[config.mk]
export PLATFORM = sky130hd
export DESIGN_NAME = versat_alu
export DESIGN_NICKNAME = d
export VERILOG_FILES = /design/src/rtl/versat_alu.sv
export SDC_FILE = /design/constraint.sdc
export NUM_CORES = 1
export LEC_CHECK = 0
export CAP_MARGIN = 20
export CORE_AREA = 4 4 420 422
export CTS_CLUSTER_DIAMETER = 150
export DETAILED_ROUTE_END_ITERATION = 8
export DIE_AREA = 0 0 424 426
export GPL_TIMING_DRIVEN = 0
export PLACE_DENSITY_LB_ADDON = 0.05
export SLEW_MARGIN = 10
export SYNTH_ARGS = -nofsm -noshare
export SYNTH_HDL_FRONTEND = slang
export SYNTH_SLANG_ARGS = --single-unit
[constraint.sdc]
create_clock -name clk -period 19.3 [get_ports clk]
set_input_delay 3.86 -clock clk [delete_from_list [all_inputs] [get_ports clk]]
set_output_delay 3.86 -clock clk [all_outputs]
set_load 0.005 [all_outputs]
[src/rtl/versat_alu.sv]
// versat_alu: registered 16-function integer ALU picking two operands from the flow bus by slot index.
module versat_alu #(
    parameter int DATA_W = 32,
    parameter int N_W = 5,
    parameter int FNS_W = 4,
    localparam int N_SLOTS = 2**N_W,
    localparam int CONF_W = 2*N_W + FNS_W
) (
    input  logic                      clk,
    input  logic                      rst,
    input  logic [N_SLOTS*DATA_W-1:0] flow_in,
    output logic [DATA_W-1:0]         flow_out,
    input  logic [CONF_W-1:0]         configdata
);
    localparam int CLZ_W = $clog2(DATA_W) + 1;
    logic [DATA_W-1:0] slot [N_SLOTS];
    logic [N_W-1:0] sel_a, sel_b;
    logic [FNS_W-1:0] fns;
    logic [DATA_W-1:0] a, b, diff, res_d, flow_q;
    logic [CLZ_W-1:0] clz;
    // slot 0 is the most-significant word of the bus
    for (genvar s = 0; s < N_SLOTS; s++) begin : g_slot
        assign slot[s] = flow_in[(N_SLOTS-1-s)*DATA_W +: DATA_W];
    end
    assign sel_a = configdata[CONF_W-1 -: N_W];
    assign sel_b = configdata[CONF_W-N_W-1 -: N_W];
    assign fns = configdata[FNS_W-1:0];
    assign a = slot[sel_a];
    assign b = slot[sel_b];
    always_comb begin
        diff = b - a;
        clz = CLZ_W'(DATA_W);
        for (int i = 0; i < DATA_W; i++) if (a[i]) clz = CLZ_W'(DATA_W-1-i);
        res_d = '0;
        case (fns)
            4'd0:  res_d = a | b;
            4'd1:  res_d = a & b;
            4'd2:  res_d = a[DATA_W-1] ? '0 : b;
            4'd3:  res_d = a ^ b;
            4'd4:  res_d = {{(DATA_W-8){a[7]}}, a[7:0]};
            4'd5:  res_d = {{(DATA_W-16){a[15]}}, a[15:0]};
            4'd6:  res_d = {a[DATA_W-1], a[DATA_W-1:1]};
            4'd7:  res_d = {1'b0, a[DATA_W-1:1]};
            4'd8:  res_d = {a > b, diff[DATA_W-2:0]};
            4'd9:  res_d = {$signed(a) > $signed(b), diff[DATA_W-2:0]};
            4'd10: res_d = a + b;
            4'd11: res_d = diff;
            4'd12: res_d = {{(DATA_W-CLZ_W){1'b0}}, clz};
            4'd13: res_d = ($signed(a) > $signed(b)) ? a : b;
            4'd14: res_d = ($signed(a) < $signed(b)) ? a : b;
            4'd15: res_d = a[DATA_W-1] ? -a : a;
        endcase
    end
    always_ff @(posedge clk) begin
        if (!rst) flow_q <= '0;
        else flow_q <= res_d;
    end
    assign flow_out = flow_q;
endmodule

# == After elaboration in Yosys (flattened, before gate mapping) ==
# Index checks and enable logic that the tools add are counted.
# Widths: inputs -> output; s select.
# word_totals
latch_bits,0
register_bits,32
n_memories,0
elab_cells,73
out_inout_bits,32
mem_bits_ro,0
mem_bits_rw,0
inputBits,1040
# classes
shift,0
magnitude_cmp,5
n_addsub,3
n_mul,0
bitwise,5
div,0
n_reduce_logical,1
n_mux,43
n_eq_ne,15
# op_table
op,n
$pmux 32 s16,1
$bmux 32 s5,2
$mux 32,8
$mux 6,32
$gt 32x32->1,2
$add 32x32->32,1
$and 32x32->32,1
$eq 4x4->1 const B,8
$lt 32x32->1,1
$neg 32->32,1
$or 32x32->32,1
$sub 32x32->32,1
$xor 32x32->32,1
$eq 4x3->1 const B,4
$ge 6x6->1 const B,2
$not 5->6,2
$eq 4x2->1 const B,2
$eq 4x1->1 const B,1
$logic_not 4->1,1

# == Logic depth before layout (Yosys ltp) ==
# Gate-level depths: netlist of run 1.
# depth
depth_word,37
mapped_depth,27

# == Worst setup path before layout of run 1 ==
# Ideal clock, no wire load.
# synth_timing
path_kind,input to register
from,input configdata[4]
to,register flow_q[29] (netlist: flow_out[29])
required_ps,19205
t_arrival_ps,10281
slack_ps,8924
setup_time_ps,95
cell_stages,21
path_cell_list,buf_2 -> clkbuf_1 -> buf_1 -> clkbuf_1 -> mux4_2 -> mux4_2 -> mux2i_1 -> inv_1 -> ha_1 -> clkbuf_1 -> nor4_1 -> a311oi_1 -> a31oi_1 -> o41ai_1 -> nor2_1 -> o311ai_1 -> nand2_1 -> nand2_1 -> a211oi_2 -> or3_1 -> a221oi_1
# synth_between
elab_chain_cells,7
word_cells_on_any_way,15
cone_classes,2 x add/sub; 2 x order compare; 7 x mux; 4 x bitwise
# synth_lines
item,line_no,text
start: declaration,13,input logic [CONF_W-1:0] configdata
$not 5->6 (implied by the code) *,29,assign b = slot[sel_b];
$bmux 32 s5 *,29,
$mux 32 (implied by the code) * (2 in series),29,
$lt 32x32->1 or $gt 32x32->1 (tied branches),"50, 49",
"$mux 32, on equally long branches","50, 49",
$pmux 32 s16 *,35,case (fns)
end signal: assignment,56,else flow_q <= res_d;
end: declaration,19,"logic [DATA_W-1:0] a, b, diff, res_d, flow_q;"
# Mark *: on every way between the ends. The rest lies on a longest branch, timed or not. The select of a mux whose other input is x is not followed.
# A chain may end at the register's enable or synchronous reset.

# == Worst setup path in the final report of run 1 ==
# layout_timing
from,input configdata[5]
to,register flow_q[7] (netlist: flow_out[7])
# Same word-level chain as after synthesis.

==> flow_metrics.tcl, run 1 <==
set metrics [dict create \
    final_cells 6161 \
    grtUsageTotal 0.323 \
    worstSetupStartpointType "input pin" \
    rsz0062_at_grt "false" \
    port_buffers 1066 \
    dp_cells 6034 \
    powerDensity_mw_per_mm2 44.3 \
    pin_count 1072 \
    hpwl_um 265000 \
    viasPerCell 5.46 \
    core_area_mm2 0.173 \
    setup_tns_ns 0 \
    synth_cell_type_count 103 \
    die-area_mm2 0.181 \
    detail-route-antenna-nets 1 \
    setup_ws_ns 4.41 \
    routed_wl_um 305000 \
    synth_edf_count 0 \
    ys_warn_count 0 \
    antenna_found_initial 219 \
    nets 4893 \
    yosysSeqAreaShare 0.0248 \
    synth_top_cell_by_area "mux4_2" \
    synth_area_mm2 0.0258 \
    synthesis.nets 3779 \
    async_reset_ff_frac 0 \
    die_h_um 426 \
    preCtsSetupSlack_ns 4.10 \
    post_cts_resized 0 \
    drtIter0Drc 3754 \
    path_class "in -> reg" \
    irDropWorstVdd_mv 0.0258 \
    synth_top_area_share 0.420 \
    cp-end-kind "flip-flop" \
    period_minus_slack_ns 14.89 \
    most-common-layout-cells "1066 x clkdlybuf4s50_1, 482 x mux4_2, 245 x mux2i_1, 152 x nor2_1, 147 x a21oi_1" \
    status "finished, violations left" \
    slew_violations 0 \
    power.leakage_nw 14.2 \
    worstPathArrival_ns 15.00 \
    finalSetupViolCount 0 \
    ctsHoldBuffers 0 \
    synth-seq-cells 32 \
    ctsHtreeMaxLevel 2 \
    ys_top_cells_by_area "mux4_2 42%, mux2i_1 9.6%, ha_1 6.4%" \
    initial_core_util 0.149 \
    synth_ff_type "dfxtp_1" \
    finalHoldViolCount 0 \
    multiInputGateArea_mm2 0.0235 \
    routed-via-count 33600 \
    grt_overflow 0 \
    syn_inst 2605 \
    num-fill-cells 19000 \
    cts_made_buffers 5 \
    grt_pass1_wl_um 383000 \
    maxCapViolCount 0 \
    fmax_ghz 0.0672 \
    clock_tree.buffer_depth 2 \
    drive_gt1_frac 0.205 \
    post_cts_buffers 0 \
    syn_area_per_cell_um2 9.91 \
    clkTransAtPathRegs_ns 0.06 \
    grt_max_degree 12 \
    die_w_um 424 \
    post_drt_wl_per_cell_um 49.5 \
    cp_max_fo 10 \
    grt_pass1_vias 33600 \
    rows 153 \
    syn2layout_area_growth_pct 57.0 \
    post-route-period-util 0.771 \
    violations "antenna rules" \
    route.detailed.drc 0 \
    regArea_um2 641 \
    clkSinkCount 32 \
    cp_data_required_time_ns 19.41 \
    firstDrtPassIters 6 \
    worst_pin_slew_ns 1.23 \
    layout_commonest_cell "clkdlybuf4s50_1" \
    cts_root_buffer "clkbuf_16" \
    hold_path.class "in -> reg" \
    largest_reg_flops 32 \
    cts_tree "yes" \
    routabilityCongestion 0.934 \
    max_slew_margin 0.177 \
]
## final cells by class
type,count,share of cell area
antenna,116,0.00716
buffer,261,0.0338
clock buffer,6,0.00318
clock inverter,2,0.000864
inverter,105,0.00972
multi-input combinational,2207,0.581
sequential,32,0.0158
tap,2325,0.0717
timing repair buffer,1107,0.277
## report_power, final
part           leakage [nW]  internal (mW)  switching [mW]
registers             0.266         0.0797         0.00422
logic                  13.8          0.667           0.945
clock network        0.0816         0.0609          0.0388
total                  14.2          0.808           0.988
## layer usage
layer,wire [um],track usage
met3,20800,0.0687
met5,667,0
met1,119000,0.386
met4,13700,0.140
met2,151000,0.559
## Yosys cell counts (13+ instances only)
master,instances
a221oi_1,56
clkbuf_1,129
nand2b_1,23
o21ai_0,89
ha_1,132
buf_2,45
a22oi_1,88
mux2i_1,247
a21oi_1,147
nand3_1,85
nor3_1,78
nor4_1,13
a31oi_1,30
dfxtp_1,32
nand4_1,14
o211ai_1,23
nand2_1,131
mux4_2,482
a211oi_1,33
mux2_2,34
buf_1,49
buf_6,16
o22ai_1,21
or3_1,15
nor2_1,156
buf_4,13
a21o_1,17
xnor2_1,21
inv_1,95
nor2b_1,27
## metrics by stage
stage          hold WS, ns  total power [mW]  instance area, um^2  utilization
2_1_floorplan         3.98             0.856                25800            -
3_3_place_gp          4.57              1.65                39400        0.228
3_5_place_dp          4.57              1.66                40100        0.232
4_1_cts               4.54              1.77                40200        0.233
5_1_grt               4.58              1.87                40500        0.234
6_report              4.56              1.80                40600        0.234
## logic make-up after synthesis
| group | share of synthesized area |
|---|---|
| mux | 0.533 |
| compound gates | 0.178 |
| simple gates | 0.123 |
| buf+inv | 0.0660 |
| fa+ha+maj | 0.0655 |
| flops | 0.0248 |
| xor+xnor | 0.00949 |
## worst max-delay path, stage by stage
cell,delay [ns]
clkdlybuf4s50_1,0.63
clkbuf_1,0.87
clkbuf_1,0.92
clkbuf_1,0.83
mux4_2,0.44
mux4_2,0.49
mux2i_1,0.81
inv_1,0.17
ha_1,0.33
clkbuf_1,0.27
nor4_1,0.77
nand3_1,0.35
a221o_1,0.40
a31oi_1,0.66
o41ai_1,0.27
clkbuf_2,0.20
or2_2,0.34
o311ai_2,0.12
buf_4,0.26
clkbuf_1,0.78
a221oi_1,0.22
a221oi_1,0.93
## final timing paths
path | from | end | slack [ns] | cells after the start
min | rst | flow_out[25] | 4.56 | 3
max | configdata[5] | flow_out[7] | 4.41 | 22
Power figures use the tool's default switching activity.
==> run 2: changes to the inputs <==
CORE_AREA = 4 4 421 423   (was 4 4 420 422)
DIE_AREA = 0 0 425 427   (was 0 0 424 426)
clock period = 14.6 ns   (was 19.3 ns; I/O delays follow)
==> flow_metrics.tcl, run 2 (synthesized netlist as in run 1, its figures left out) <==
set metrics [dict create \
    status "finished, final reports clean" \
    cp_data_required_time_ns 14.72 \
    finalHoldViolCount 0 \
    final_area_mm2 0.0406 \
    worstSetupStartpointType "input pin" \
    worst_pin_slew_ns 1.26 \
    period_minus_slack_ns 14.19 \
    m1WireLength_um 120000 \
    syn2layout_area_growth_pct 57.3 \
    most-common-layout-cells "1066 x clkdlybuf4s50_1, 482 x mux4_2, 245 x mux2i_1, 153 x nor2_1, 147 x a21oi_1" \
    largest_reg_flops 32 \
    max_slew_margin 0.160 \
    crit_top_cell "clkbuf_1" \
    post_cts_resized 0 \
    initial_core_util 0.149 \
    cp_max_fo 10 \
    wl_met2_um 151000 \
    fmax_ghz 0.0705 \
    cts_tree "yes" \
    hpwl_um 267000 \
    post-route-util 0.234 \
    rsz0062_at_grt "false" \
    grt_max_degree 12 \
    firstDrtPassIters 6 \
    pin_count 1072 \
    path_cells "clkdlybuf4s50_1 -> buf_1 -> clkbuf_1 -> clkbuf_1 -> clkbuf_1 -> buf_6 -> mux4_2 -> mux4_2 -> mux2i_1 -> inv_1 -> ha_1 -> clkbuf_1 -> nor4_1 -> nand3_1 -> a221o_1 -> a31oi_1 -> o41ai_1 -> clkdlybuf4s15_2 -> or2_2 -> o311ai_2 -> clkbuf_1 -> a221oi_1 -> a221oi_1" \
    dp_cells 6040 \
    irDropWorstVdd_mv 0.0426 \
    die-area_mm2 0.181 \
    clkSinkCount 32 \
    post_cts_buffers 0 \
    finalSetupViolCount 0 \
    clock_tree.buffer_depth 2 \
    grt_overflow 0 \
    grt_pass1_wl_um 383000 \
    drive_gt1_frac 0.205 \
    drtIter0Drc 4229 \
    antenna_found_initial 224 \
    die_h_um 427 \
    critPathMaxStageDelay_ns 0.87 \
    highest_layer "met5" \
    cp-end-kind "flip-flop" \
    core_area_mm2 0.173 \
    power.leakage_nw 14.2 \
    worst_path_max_delay_cell "a221oi_1" \
    hold_path.class "in -> reg" \
    worstPathArrival_ns 14.31 \
    ctsHtreeMaxLevel 2 \
    detail-route-antenna-nets 0 \
    cts_root_buffer "clkbuf_16" \
    nets 4897 \
    preCtsSetupSlack_ns 0.231 \
    grtUsageTotal 0.324 \
    viasPerCell 5.46 \
    num-fill-cells 19000 \
    path_class "in -> reg" \
    fin_total_pwr_mw 2.38 \
    powerDensity_mw_per_mm2 58.5 \
    grt_pass1_vias 33600 \
    route.detailed.drc 0 \
    die_w_um 425 \
    slew_violations 0 \
    final_cells 6173 \
    routed_wl_um 307000 \
    setup_tns_ns 0 \
    cts_made_buffers 5 \
    post_drt_wl_per_cell_um 49.8 \
    setup_ws_ns 0.409 \
    hold_slack_ns 3.65 \
    routabilityCongestion 0.967 \
    place_area_mm2 0.0401 \
    wl_met3_um 21000 \
    layout_commonest_cell "clkdlybuf4s50_1" \
    rows 153 \
    maxCapViolCount 0 \
    port_buffers 1066 \
    ctsHoldBuffers 0 \
    clkTransAtPathRegs_ns 0.06 \
    post-route-period-util 0.972 \
    routed-via-count 33700 \
]
run 2: changes by cell type in the layout (fill, tap and decap cells not counted), sizes merged:
cell	change
clkbuf	-1
clkdlybuf4s15	+1
diode	+8
buf	+4
run 2: worst paths after layout:
| check | from | end | slack [ns] | cells past startpoint |
|---|---|---|---|---|
| setup / recovery | configdata[5] | flow_out[7] | 0.41 | 23 |
| hold / removal | rst | flow_out[25] | 3.65 | 3 |
run 2: metal layers:
metal,vias up,track usage
met1,17900,0.386
met5,-,0.00242
li1,13200,-
met2,2009,0.547
met4,60,0.164
met3,533,0.0719
run 2: where the power goes:
group | internal [mW] | switching [mW] | total [mW] | leakage (nW)
sequential | 0.105 | 0.00509 | 0.110 | 0.266
combinational | 0.883 | 1.25 | 2.13 | 13.9
clock | 0.0806 | 0.0521 | 0.133 | 0.0816
run 2: cell type report:
cell class / instances / area (um^2) / share of cell area
plain buffers: 261 / 1370 / 0.0337
repair buffers: 1111 / 11300 / 0.278
well taps: 2325 / 2910 / 0.0716
multi-input cells: 2207 / 23500 / 0.580
clock inverters: 2 / 35.0 / 0.000862
flip-flops and latches: 32 / 641 / 0.0158
inverters: 105 / 394 / 0.00970
clock buffers: 6 / 129 / 0.00317
diodes: 124 / 310 / 0.00764
run 2: worst max-delay path, delay by kind of cell:
kind	cells	cell delay, ns
AO/OA/AOI/OAI	6	2.67
adder cells (fa/ha/maj)	1	0.35
buffers and inverters	10	5.09
multiplexers	3	1.66
AND/OR/NAND/NOR	3	1.53
